--- config.mk ---
export PLATFORM = sky130hd
export DESIGN_NAME = scale_saturate_pipe
export DESIGN_NICKNAME = d
export VERILOG_FILES = /design/src/rtl/scale_saturate_pipe.sv
export SDC_FILE = /design/constraint.sdc
export NUM_CORES = 1
export LEC_CHECK = 0
export ABC_CLOCK_PERIOD_IN_PS = 3650
export BUFFER_PORTS_ARGS = -buffer_cell sky130_fd_sc_hd__clkbuf_2
export CELL_PAD_IN_SITES_DETAIL_PLACEMENT = 1
export CELL_PAD_IN_SITES_GLOBAL_PLACEMENT = 1
export CORE_ASPECT_RATIO = 0.6
export CORE_UTILIZATION = 25
export CTS_BUF_LIST = sky130_fd_sc_hd__clkbuf_2
export DETAILED_ROUTE_END_ITERATION = 7
export PLACE_DENSITY = 0.5
export SLEW_MARGIN = 20
export SYNTH_ARGS = -nofsm -noshare
export SYNTH_HDL_FRONTEND = slang
export SYNTH_SLANG_ARGS = --single-unit
--- constraint.sdc ---
create_clock -name clk -period 3.65 [get_ports clk]
set_clock_uncertainty 0.2 [all_clocks]
set_input_delay 0.5475 -clock clk [delete_from_list [all_inputs] [get_ports clk]]
set_output_delay 0.5475 -clock clk [all_outputs]
set_load 0.01 [all_outputs]
--- src/rtl/scale_saturate_pipe.sv ---
// rtl/scale_saturate_pipe.sv - pipelined tilt-to-pixel scale, offset and signed clamp
// Three stages: saturating invert, gain plus centre offset, clamp with edge-hit tracking.
module scale_saturate_pipe #(
  parameter int IN_W     = 16,
  parameter int X_W      = 10,
  parameter int Y_W      = 9,
  parameter int SCREEN_W = 640,
  parameter int SCREEN_H = 480,
  parameter int MARGIN_X = 8,
  parameter int MARGIN_Y = 8
) (
  input  logic                   clk,
  input  logic                   rst,
  input  logic                   in_valid,
  input  logic signed [IN_W-1:0] in_x,
  input  logic signed [IN_W-1:0] in_y,
  input  logic [1:0]             gain_sel,
  input  logic                   invert_x,
  input  logic                   invert_y,
  input  logic                   clr_hits,
  output logic                   out_valid,
  output logic [X_W-1:0]         pixel_x,
  output logic [Y_W-1:0]         pixel_y,
  output logic                   sat_x_lo,
  output logic                   sat_x_hi,
  output logic                   sat_y_lo,
  output logic                   sat_y_hi,
  output logic                   edge_pulse,
  output logic [7:0]             hit_count
);

  localparam int S_W = IN_W + 3;

  localparam logic signed [S_W-1:0] XLO  = S_W'(MARGIN_X);
  localparam logic signed [S_W-1:0] XHI  = S_W'(SCREEN_W - 1 - MARGIN_X);
  localparam logic signed [S_W-1:0] YLO  = S_W'(MARGIN_Y);
  localparam logic signed [S_W-1:0] YHI  = S_W'(SCREEN_H - 1 - MARGIN_Y);
  localparam logic signed [S_W-1:0] XOFF = S_W'(SCREEN_W / 2);
  localparam logic signed [S_W-1:0] YOFF = S_W'(SCREEN_H / 2);

  localparam logic [X_W-1:0] XLO_N = X_W'(MARGIN_X);
  localparam logic [X_W-1:0] XHI_N = X_W'(SCREEN_W - 1 - MARGIN_X);
  localparam logic [Y_W-1:0] YLO_N = Y_W'(MARGIN_Y);
  localparam logic [Y_W-1:0] YHI_N = Y_W'(SCREEN_H - 1 - MARGIN_Y);
  localparam logic [X_W-1:0] XCTR  = X_W'(SCREEN_W / 2);
  localparam logic [Y_W-1:0] YCTR  = Y_W'(SCREEN_H / 2);

  // The most negative input has no positive twin, so it pins to the most positive value.
  function automatic logic signed [IN_W-1:0] sat_neg(input logic signed [IN_W-1:0] v);
    if (v == {1'b1, {(IN_W-1){1'b0}}})
      return {1'b0, {(IN_W-1){1'b1}}};
    else
      return -v;
  endfunction

  function automatic logic signed [S_W-1:0] apply_gain(input logic signed [IN_W-1:0] v,
                                                      input logic [1:0] g);
    logic signed [S_W-1:0] e;
    e = {{3{v[IN_W-1]}}, v};
    case (g)
      2'd0:    return e;
      2'd1:    return e <<< 1;
      2'd2:    return e >>> 1;
      default: return e >>> 2;
    endcase
  endfunction

  logic                   v1, v2;
  logic signed [IN_W-1:0] s1_x, s1_y;
  logic [1:0]             s1_gain;
  logic signed [S_W-1:0]  s2_x, s2_y;

  always_ff @(posedge clk or posedge rst) begin
    if (rst) begin
      v1      <= 1'b0;
      v2      <= 1'b0;
      s1_x    <= '0;
      s1_y    <= '0;
      s1_gain <= '0;
      s2_x    <= '0;
      s2_y    <= '0;
    end else begin
      v1 <= in_valid;
      v2 <= v1;
      if (in_valid) begin
        s1_x    <= invert_x ? sat_neg(in_x) : in_x;
        s1_y    <= invert_y ? sat_neg(in_y) : in_y;
        s1_gain <= gain_sel;
      end
      if (v1) begin
        s2_x <= apply_gain(s1_x, s1_gain) + XOFF;
        s2_y <= apply_gain(s1_y, s1_gain) + YOFF;
      end
    end
  end

  logic           x_lo_n, x_hi_n, y_lo_n, y_hi_n;
  logic [X_W-1:0] px_n;
  logic [Y_W-1:0] py_n;
  logic           pulse_n;

  always_comb begin
    x_lo_n  = (s2_x < XLO);
    x_hi_n  = (s2_x > XHI);
    y_lo_n  = (s2_y < YLO);
    y_hi_n  = (s2_y > YHI);
    px_n    = x_lo_n ? XLO_N : (x_hi_n ? XHI_N : s2_x[X_W-1:0]);
    py_n    = y_lo_n ? YLO_N : (y_hi_n ? YHI_N : s2_y[Y_W-1:0]);
    pulse_n = v2 & |({x_lo_n, x_hi_n, y_lo_n, y_hi_n} &
                     ~{sat_x_lo, sat_x_hi, sat_y_lo, sat_y_hi});
  end

  always_ff @(posedge clk or posedge rst) begin
    if (rst) begin
      out_valid  <= 1'b0;
      pixel_x    <= XCTR;
      pixel_y    <= YCTR;
      sat_x_lo   <= 1'b0;
      sat_x_hi   <= 1'b0;
      sat_y_lo   <= 1'b0;
      sat_y_hi   <= 1'b0;
      edge_pulse <= 1'b0;
      hit_count  <= 8'd0;
    end else begin
      out_valid  <= v2;
      edge_pulse <= pulse_n;
      if (v2) begin
        pixel_x  <= px_n;
        pixel_y  <= py_n;
        sat_x_lo <= x_lo_n;
        sat_x_hi <= x_hi_n;
        sat_y_lo <= y_lo_n;
        sat_y_hi <= y_hi_n;
      end
      // Counter moves on the same edge that raises edge_pulse; clear wins over a hit.
      if (clr_hits)
        hit_count <= 8'd0;
      else if (pulse_n && hit_count != 8'hFF)
        hit_count <= hit_count + 8'd1;
    end
  end

endmodule

==> metrics.md <==
| Metric | Value |
|---|---|
| Hold Path Depth | 3 |
| Seq/Total Area, Yosys | 0.449 |
| Synth unique cells | 52 |
| #FFs+latches synth | 107 |
| Die Height | 122 um |
| Num CTS Buffers | 9 |
| Slew HR | 0.424 |
| FFs w/ async S/R, synth | 1.00 |
| Post-route insts no fill | 998 |
| Hold Path Sink | s1_x[12] |
| Vias per inst | 4.83 |
| CTS clock-pin slew for the worst setup and hold paths | 0.34 ns |
| Gr ovfl total | 0 |
| # port buffers | 72 |
| Post-Syn Area | 5980 um2 |
| Antenna-violating nets left | 0 |
| Fmax | 339 MHz |
| Synthesized area per cell | 10.1 um2 |
| Row cnt | 43 |
| Unrepaired setup endpoints after global routing | false |
| P_leak | 0.00293 uW |
| P&R area growth vs syn | 17.4% |
| Critical path class | register to register |
| Die Area | 24600 um2 |
| Routed len/inst | 16.0 um |
| Post-CTS Resized | 0 |
| Final period utilization | 0.808 |
| CP cell instances | buf_4, mux4_2, ha_1, nor2_1, nor3b_1, xor2_1, mux2_2 |
| Max incr delay on CP | 0.77 ns |
| Post-DP HPWL | 12000 um |
| Clock buffer depth | 2 |
| Final GP Congestion | 0.758 |
| Number of global-route vias before repair | 5192 |
| # hold bufs at CTS | 25 |
| Mapped Nets | 634 |
| First-pass GRT wire length | 27200 um |
| Drt first pass iters | 4 |
| Drt first-iter violations | 122 |
| Reg2reg end | s2_x[12] |
| WL final | 16000 um |
| Total track usage | 0.140 |
| Number of placed instances, taps included | 954 |
| Core area | 23300 um2 |
| Post-synth EDFFs | 0 |
| CTS H-Tree Depth | 3 |
| Layout cells sized above 1 | 0.222 |
| Slowest cell on the critical path | dfrtp_2 |
| Status | finished clean |
| Overall Power | 3050 uW |
| Die Width | 202 um |
| Commonest cells after routing, fill and taps aside | nor2_1, dfrtp_1, clkbuf_2, a21oi_1, nand2_1 |
| Via count | 4818 |
| Hold crit path type | primary input to register |
| CP Max Fanout | 18 |
| R2R Setup Slk | 0.70 ns |
| Pin count of the biggest net entering global routing | 53 |
| Gate Count Post-Synth | 589 |
| Commonest non-fill, non-tap cell in the layout | nor2_1 |
| Antenna violations before repair | 1 |
| TritonCTS clock tree | done |
| Reg2Reg Launch Point | s1_gain[1] |
| Starting Density | 0.257 |
| Actual slew at the worst max-slew pin | 0.855 ns |
| Fin crit period | 2.95 ns |
| MaxCap Viol Count | 0 |
| Synth warn | 0 |
| Top FF cell, synth | dfrtp_1 |
| Worst Path Arrival | 3.32 ns |
| IO Count | 73 |
| PD cells | 434 nW/um2 |
| Max VDD drop | 0.135 mV |
| Final setup viols | 0 |
| Startpoint types | register |
| Crit. End Element | register |
| Setup TNS | 0 ns |
| Clock sink total | 107 |
| Root buf cell | clkbuf_2 |
| Postcts setup bufs | 0 |
| Max-slew violations | 0 |
| DRC viols | 0 |
| Worst Hold Launch | in_x[12] |
| Later-pin clock latency in the skew report | 0.65 ns |
| Final net count | 721 |
| Final hold violations | 0 |
| WP data required | 4.02 ns |
| Reg2Reg Depth | 7 |
## stage by stage
step | utilization | setup slack, ns | hold slack, ns | area, um2
3_5_place_dp | 0.285 | 0.728 | 0.265 | 6650
3_3_place_gp | 0.285 | 0.821 | 0.276 | 6650
6_report | 0.301 | 0.702 | 0.0509 | 7020
2_1_floorplan | - | 0.0952 | 0.152 | 5980
5_1_grt | 0.301 | 0.498 | 0.00156 | 7020
4_1_cts | 0.301 | 0.670 | 0.000244 | 7000
## synth_stat cells, drive strengths merged, types with 4 or more instances
library cell	number	area (um2)
nor2	108	405
dfrtp	101	2530
a21oi	48	240
nand2	39	146
xor2	28	245
mux4	26	586
inv	19	71.3
mux2	19	214
o21ai	19	95.1
clkbuf	17	63.8
xnor2	17	149
buf	12	75.1
nor4	11	68.8
o2bb2ai	11	96.3
o31ai	11	82.6
mux2i	9	90.1
nand3	8	45.0
nor3	8	40.0
nor2b	7	43.8
dfstp	6	158
nand2b	6	37.5
ha	5	62.6
nand4	4	25.0
nor3b	4	30.0
o211ai	4	30.0
o21a	4	30.0
o41ai	4	35.0
## cell families (layout without fill, tap and decap cells)
family,after synthesis,count (layout),share of synthesized area
flip-flops,107,107,0.449
AND/OR/NAND/NOR,204,204,0.152
other,0,2,0
AO/OA/AOI/OAI,125,125,0.136
XOR/XNOR,45,45,0.0659
multiplexers,54,54,0.149
buffers and inverters,49,141,0.0371
adder cells (fa/ha/maj),5,5,0.0105
## flip-flops by register name, indices dropped and copies added, names as in the netlist, 2 cells and up
name and count:
s2_x 19, s2_y 19, s1_x 16, s1_y 16, pixel_x 10, pixel_y 9
hit_count 8, s1_gain 2
## power by group
group	total, uW	internal [uW]	switching, uW	leakage, uW
registers	1620	1410	208	0.00124
clock network	566	110	455	0.0000670
logic	866	419	447	0.00163
total	3050	1940	1110	0.00293
## how the worst max path moves through the flow
stage	startpoint	end	slack, ns	cells after the start
floorplan	rst	edge_pulse	0.1	1
global placement	s1_gain[1]	s2_x[12]	0.82	7
detailed placement	s1_gain[1]	s2_x[12]	0.73	7
CTS	s1_gain[1]	s2_x[12]	0.67	7
global route	s1_gain[1]	s2_x[12]	0.50	7
finish	s1_gain[1]	s2_x[12]	0.70	7
## cell type report
type                            instances  area (um2)
Antenna cell                            2        5.00
Clock buffer                           10        50.0
Clock inverter                          6        56.3
Fill cell                            2685       16300
Inverter                               19        73.8
Multi-Input combinational cell        433        3070
Sequential cell                       107        2690
Tap cell                              315         394
Timing Repair Buffer                  106         681
## per-layer routing
layer,vias up,wire length [um],GRT usage
li1,2284,-,-
met5,-,0,0
met3,14,365,0.0292
met1,2475,8120,0.189
met4,0,174,0.0322
met2,45,7350,0.230
## worst max-delay path: cells and delay by family, from the launching register on
family,cells,cell delay (ns)
mux,2,0.84
flops,1,0.77
simple gates,2,0.33
buf+inv,1,0.32
fa+ha+maj,1,0.26
xor+xnor,1,0.14
Power figures use the tool's default switching activity.
